$ cat config.mk
export PLATFORM = sky130hd
export DESIGN_NAME = seg7_scan_ctrl
export DESIGN_NICKNAME = d
export VERILOG_FILES = /design/src/rtl/seg7_scan_ctrl.sv
export SDC_FILE = /design/constraint.sdc
export NUM_CORES = 1
export LEC_CHECK = 0
export CAP_MARGIN = 25
export CORE_AREA = 2 2 84 86
export DETAILED_ROUTE_END_ITERATION = 8
export DIE_AREA = 0 0 86 88
export GPL_TIMING_DRIVEN = 0
export HOLD_SLACK_MARGIN = 0.12
export PLACE_DENSITY_LB_ADDON = 0.12
export SLEW_MARGIN = 0
export SYNTH_ARGS = -nofsm -noshare
export SYNTH_HDL_FRONTEND = slang
export SYNTH_SLANG_ARGS = --single-unit
$ cat constraint.sdc
create_clock -name clk_i -period 5.5 [get_ports clk_i]
set_input_delay 1.65 -clock clk_i [delete_from_list [all_inputs] [get_ports clk_i]]
set_output_delay 1.65 -clock clk_i [all_outputs]
set_load 0.05 [all_outputs]
$ cat src/rtl/seg7_scan_ctrl.sv
// Eight-digit seven-segment scan controller for the minips32 IO space.
// The CPU writes a 32-bit hex value (DATA) and a digit-enable / blank word (CTRL).
// The block then scans the eight digits at a fixed, constant duty cycle.
// Optional feature macro: SEG7_LEADING_ZERO_BLANK_EN. When it is defined, leading zero
// digits are blanked. Digit 0 is always shown.
module seg7_scan_ctrl #(
  parameter int unsigned SCAN_DIV = 50000
) (
  input  logic        clk_i,
  input  logic        rst_i,
  input  logic        we_i,
  input  logic        addr_i,
  input  logic [31:0] wdata_i,
  output logic [31:0] rdata_o,
  output logic [7:0]  num_csn_o,
  output logic [6:0]  num_a_g_o
);

  localparam int unsigned CntW = $clog2(SCAN_DIV);
  localparam logic [CntW-1:0] CntMax = CntW'(SCAN_DIV - 1);

  localparam logic [8:0] CtrlRst = 9'h0FF;
  localparam logic [7:0] CsnOff  = 8'hFF;
  localparam logic [6:0] SegOff  = 7'h7F;

  // Hex to active-low segments, bit 6 = a ... bit 0 = g.
  function automatic logic [6:0] seg7_decode(input logic [3:0] nib);
    logic [6:0] seg;
    unique case (nib)
      4'h0:    seg = 7'b0000001;
      4'h1:    seg = 7'b1001111;
      4'h2:    seg = 7'b0010010;
      4'h3:    seg = 7'b0000110;
      4'h4:    seg = 7'b1001100;
      4'h5:    seg = 7'b0100100;
      4'h6:    seg = 7'b0100000;
      4'h7:    seg = 7'b0001111;
      4'h8:    seg = 7'b0000000;
      4'h9:    seg = 7'b0000100;
      4'hA:    seg = 7'b0001000;
      4'hB:    seg = 7'b1100000;
      4'hC:    seg = 7'b0110001;
      4'hD:    seg = 7'b1000010;
      4'hE:    seg = 7'b0110000;
      default: seg = 7'b0111000;
    endcase
    return seg;
  endfunction

  logic [31:0]     data_q, data_d;
  logic [8:0]      ctrl_q, ctrl_d;
  logic [CntW-1:0] cnt_q, cnt_d;
  logic [2:0]      idx_q, idx_d;
  logic [7:0]      csn_q, csn_d;
  logic [6:0]      seg_q, seg_d;

  logic [3:0] cur_nib;
  logic       suppress;
  logic       shown;

  // Register file next state: a write lands at the sampling edge, with no slot restart.
  always_comb begin
    data_d = data_q;
    ctrl_d = ctrl_q;
    if (we_i) begin
      if (addr_i) begin
        ctrl_d = wdata_i[8:0];
      end else begin
        data_d = wdata_i;
      end
    end
  end

  // Register file state.
  always_ff @(posedge clk_i) begin
    if (rst_i) begin
      data_q <= '0;
      ctrl_q <= CtrlRst;
    end else begin
      data_q <= data_d;
      ctrl_q <= ctrl_d;
    end
  end

  // Combinational read-back. CTRL bits above 8 are not stored.
  always_comb begin
    rdata_o = addr_i ? {23'b0, ctrl_q} : data_q;
  end

  // Slot timer: cnt runs 0..SCAN_DIV-1, and idx advances (wrapping 7 to 0) on the terminal count.
  always_comb begin
    cnt_d = cnt_q + 1'b1;
    idx_d = idx_q;
    if (cnt_q == CntMax) begin
      cnt_d = '0;
      idx_d = idx_q + 3'd1;
    end
  end

  // Slot timer state.
  always_ff @(posedge clk_i) begin
    if (rst_i) begin
      cnt_q <= '0;
      idx_q <= '0;
    end else begin
      cnt_q <= cnt_d;
      idx_q <= idx_d;
    end
  end

`ifdef SEG7_LEADING_ZERO_BLANK_EN
  logic [7:0] upper_zero;

  // upper_zero[i] is set when nibbles i..7 are all zero. This is evaluated live from DATA.
  always_comb begin
    upper_zero    = '0;
    upper_zero[7] = (data_q[31:28] == 4'h0);
    for (int i = 6; i >= 0; i--) begin
      upper_zero[i] = upper_zero[i+1] & (data_q[4*i +: 4] == 4'h0);
    end
    suppress = (idx_q != 3'd0) & upper_zero[idx_q];
  end
`else
  assign suppress = 1'b0;
`endif

  // Pin next state from the current slot. A hidden slot still uses its full time.
  always_comb begin
    cur_nib = data_q[{idx_q, 2'b00} +: 4];
    shown   = ctrl_q[idx_q] & ~ctrl_q[8] & ~suppress;
    csn_d   = CsnOff;
    seg_d   = SegOff;
    if (shown) begin
      csn_d = ~(8'h01 << idx_q);
      seg_d = seg7_decode(cur_nib);
    end
  end

  // Pin registers. Select and segments change on the same edge.
  always_ff @(posedge clk_i) begin
    if (rst_i) begin
      csn_q <= CsnOff;
      seg_q <= SegOff;
    end else begin
      csn_q <= csn_d;
      seg_q <= seg_d;
    end
  end

  assign num_csn_o = csn_q;
  assign num_a_g_o = seg_q;

endmodule
==> results.py <==
metrics = {
    "outcome": {
        "status": "complete, no violations",
    },
    "global_route": {
        "grt_pass1_vias": 3032,
        "grt_use_total_pct": 24.00,
        "antenna_found_initial": 0,
        "gr-total-overflow": 0,
        "grt_max_degree": 13,
        "grt_pass1_wl_mm": 14.19,
    },
    "synth": {
        "syn_inst": 396,
        "yosysUniqueCellTypes": 36,
        "synthAdderAreaFrac_pct": 4.610,
        "synth_simple_gate_area_share_pct": 22.87,
        "synth_top_family_by_area": "simple AND/OR/NAND/NOR gates",
        "ys_seq_area_share_pct": 42.55,
        "synthXorXnorAreaFrac_pct": 3.723,
        "synth_fp_nets": 445,
        "yosysWarnings": 0,
        "ys_ff_latch": 75,
        "syn_area_per_cell_um2": 8.910,
        "synth_area_mm2": 0.003528,
        "synth_compound_area_share_pct": 9.716,
        "synthMuxAreaShare_pct": 12.48,
    },
    "hold_path": {
        "whs_endpoint": "data_q[23]",
        "holdPathStages": 2,
        "holdCritPathClass": "reg -> reg",
        "hp-start": "data_q[23]",
    },
    "cts": {
        "clock_path_buffers": 2,
        "clock-sinks": 75,
        "cts_tree": "built",
        "path_clk_slew_ns": 0.07,
        "cts-buffers-inserted": 9,
        "root_buffer": "clkbuf_8",
        "ctsHoldBuffers": 0,
        "insertion_delay_ns": 0.35,
        "cts.repair.resized": 0,
        "cts_setup_buffers": 0,
        "htreeDepth": 3,
    },
    "sta": {
        "rsz0062_at_grt": "no",
        "timing.final.max_slew_violations": 0,
        "finalCriticalPeriod_ns": 5.142,
        "fin_hold_ws_ns": 0.4682,
        "final.setup.tns_ns": 0,
        "setup_viol": 0,
        "max_slew_margin_pct": 60.99,
        "post-route-period-util_pct": 93.48,
        "worst_pin_slew_ns": 0.5852,
        "max_freq_mhz": 194.5,
        "finClkSkew_ns": 0.004432,
        "hold_viol_final": 0,
    },
    "worst_setup_path": {
        "rr_startpoint": "idx_q[0]",
        "worst_ep_arrival_time_ns": 3.49,
        "cp_top_family": "buffers and inverters",
        "path_max_fanout": 10,
        "r2r_end": "num_a_g_o[3]",
        "start_kind": "input pin",
        "crit_type": "in -> out",
        "worstPathRequired_ns": 3.85,
        "path_cells": "clkbuf_1 > clkbuf_1 > mux2_2 > clkdlybuf4s50_1",
        "crit_cells": 4,
        "critPathMaxStageDelay_ns": 0.70,
        "r2r_slack_ns": 2.91,
        "slowest_stage": "clkdlybuf4s50_1",
        "cp_num_buf_inv": 3,
        "crit_start": "addr_i",
        "reg2regPathDepth": 8,
        "cp_common_cell": "clkbuf_1",
        "crit_path_end_kind": "primary output",
    },
    "finish": {
        "final_util_pct": 70.02,
        "seq_area_mm2": 0.001501,
        "final_cell_mix": "84 x nand2_1, 81 x clkdlybuf4s50_1, 75 x dfxtp_1, 35 x a21oi_1, 27 x nor2_1",
        "multi_input_area_mm2": 0.001884,
        "nFillCells": 543,
        "num-nets-final": 537,
        "antennaDiodeCount": 0,
        "final_common_cell": "nand2_1",
        "syn2layout_area_growth_pct": 31.84,
        "drive_above_1_share_pct": 7.302,
    },
    "floorplan": {
        "die_area_mm2": 0.007568,
        "initial_utilization_pct": 53.11,
        "core_area_mm2": 0.006644,
        "io_pins": 83,
        "row_count": 30,
        "fp.dieW_um": 86,
        "dieHeight_um": 88,
    },
    "routing": {
        "drc": 0,
        "drt_iter0_markers": 96,
        "vias": 3092,
        "viasPerCell": 5.396,
        "wl_per_cell_um": 15.02,
        "wirelength_mm": 8.609,
        "first_pass_iters": 4,
        "ant_nets": 0,
    },
    "place": {
        "place.gp.congestion": 0.8375,
        "hpwlAfterDp_mm": 6.152,
        "portBuffers": 81,
    },
    "run": {
        "max_cap_violations": 0,
    },
    "power_and_ir_drop": {
        "p_leak_uw": 0.001802,
        "p_per_area_mw_per_mm2": 264.6,
        "irDropWorstVdd_uv": 145.0,
    },
}
==> metal layers <==
layer / vias to the layer above / part of all wire (%) / wire length (um) / track usage (%)
met4: 0 / 2.1 / 179 / 10.82
met3: 15 / 5.1 / 439 / 3.676
met2: 97 / 47 / 4088 / 38.76
met5: - / 0 / 0 / 0
met1: 1450 / 45 / 3901 / 31.96
li1: 1530 / - / - / -
==> cell families (layout without fill, tap and decap cells) <==
family,count (synthesis),count (layout)
adders and majority gates,13,13
buffers and inverters,34,131
muxes,29,29
xor gates and xnor gates,15,15
and+or+nand+nor,175,175
DFF,75,75
AOI/OAI and AO/OA,55,55
==> where the power goes <==
| part | switching [uW] | leakage, uW | total, uW | internal, uW |
|---|---|---|---|---|
| clock network | 200 | 0.000108 | 445 | 245 |
| logic | 122 | 0.00108 | 206 | 84.2 |
| registers | 14.2 | 0.000613 | 580 | 566 |
| total | 336 | 0.00180 | 1230 | 895 |
==> cell usage after synthesis <==
master     n  area [um2]
a211o_1    8       70.07
a211oi_1   2       15.01
a21oi_1   35       175.2
a22o_1     1       8.760
and3_1    12       75.07
buf_1      1       3.750
buf_2      3       15.01
buf_4      1       7.510
buf_6      1       11.26
clkbuf_1  18       67.56
clkinv_1   1       3.750
dfxtp_1   75        1501
ha_1      13       162.7
inv_1      9       33.78
mux2_2    12       135.1
mux2_4     1       15.01
mux2i_1    8       80.08
mux4_1     8       210.2
nand2_1   84       315.3
nand2b_1   3       18.77
nand3_1    8       40.04
nand4_1    3       18.77
nor2_1    27       101.4
nor2b_1   25       156.4
nor3_1     8       40.04
nor3_2     1       10.01
nor4b_1    1       8.760
nor4bb_1   1       10.01
o21ai_1    2       10.01
o221ai_1   5       43.79
o22ai_2    1       12.51
o31ai_1    1       7.510
or2_0      1       6.260
or3_1      1       6.260
xnor2_1    8       70.07
xor2_1     7       61.31
==> flip-flops by register name, indices dropped and copies added, names as in the netlist <==
name,flops
num_a_g_o,7
num_csn_o,8
data_q,32
ctrl_q,9
cnt_q,16
idx_q,3
==> tightest hold or removal path: stages, from the launching register on <==
cell     delay, ns
dfxtp_1       0.32
nand2_1       0.05
a21oi_1       0.05
==> per-stage QoR <==
stage               total power (uW)  std cells  cell area (um2)  worst slack (ns)
global route                    1273        573             4652            0.2339
global placement               793.8        557             4439            0.3801
floorplan                      718.1        396             3528             1.113
CTS                             1235        573             4652            0.3547
detailed placement             796.9        557             4439            0.3850
finish                          1231        573             4652            0.3584
==> layout make-up <==
class | instances | area share (%)
timing repair buffer | 81 | 17.43
multi-input combinational | 287 | 40.51
clock buffer | 12 | 3.550
tap | 80 | 2.152
inverter | 10 | 0.8069
sequential | 75 | 32.28
buffer | 24 | 2.259
clock inverter | 4 | 1.022
==> worst max-delay path by stage <==
stage                     slack, ns          end
after floorplan                1.11  rdata_o[10]
after global placement         0.38   rdata_o[8]
after detailed placement       0.39   rdata_o[8]
after CTS                      0.35   rdata_o[8]
after global routing           0.23   rdata_o[8]
final                          0.36   rdata_o[8]
No activity file was read; power rests on OpenSTA's default activity.
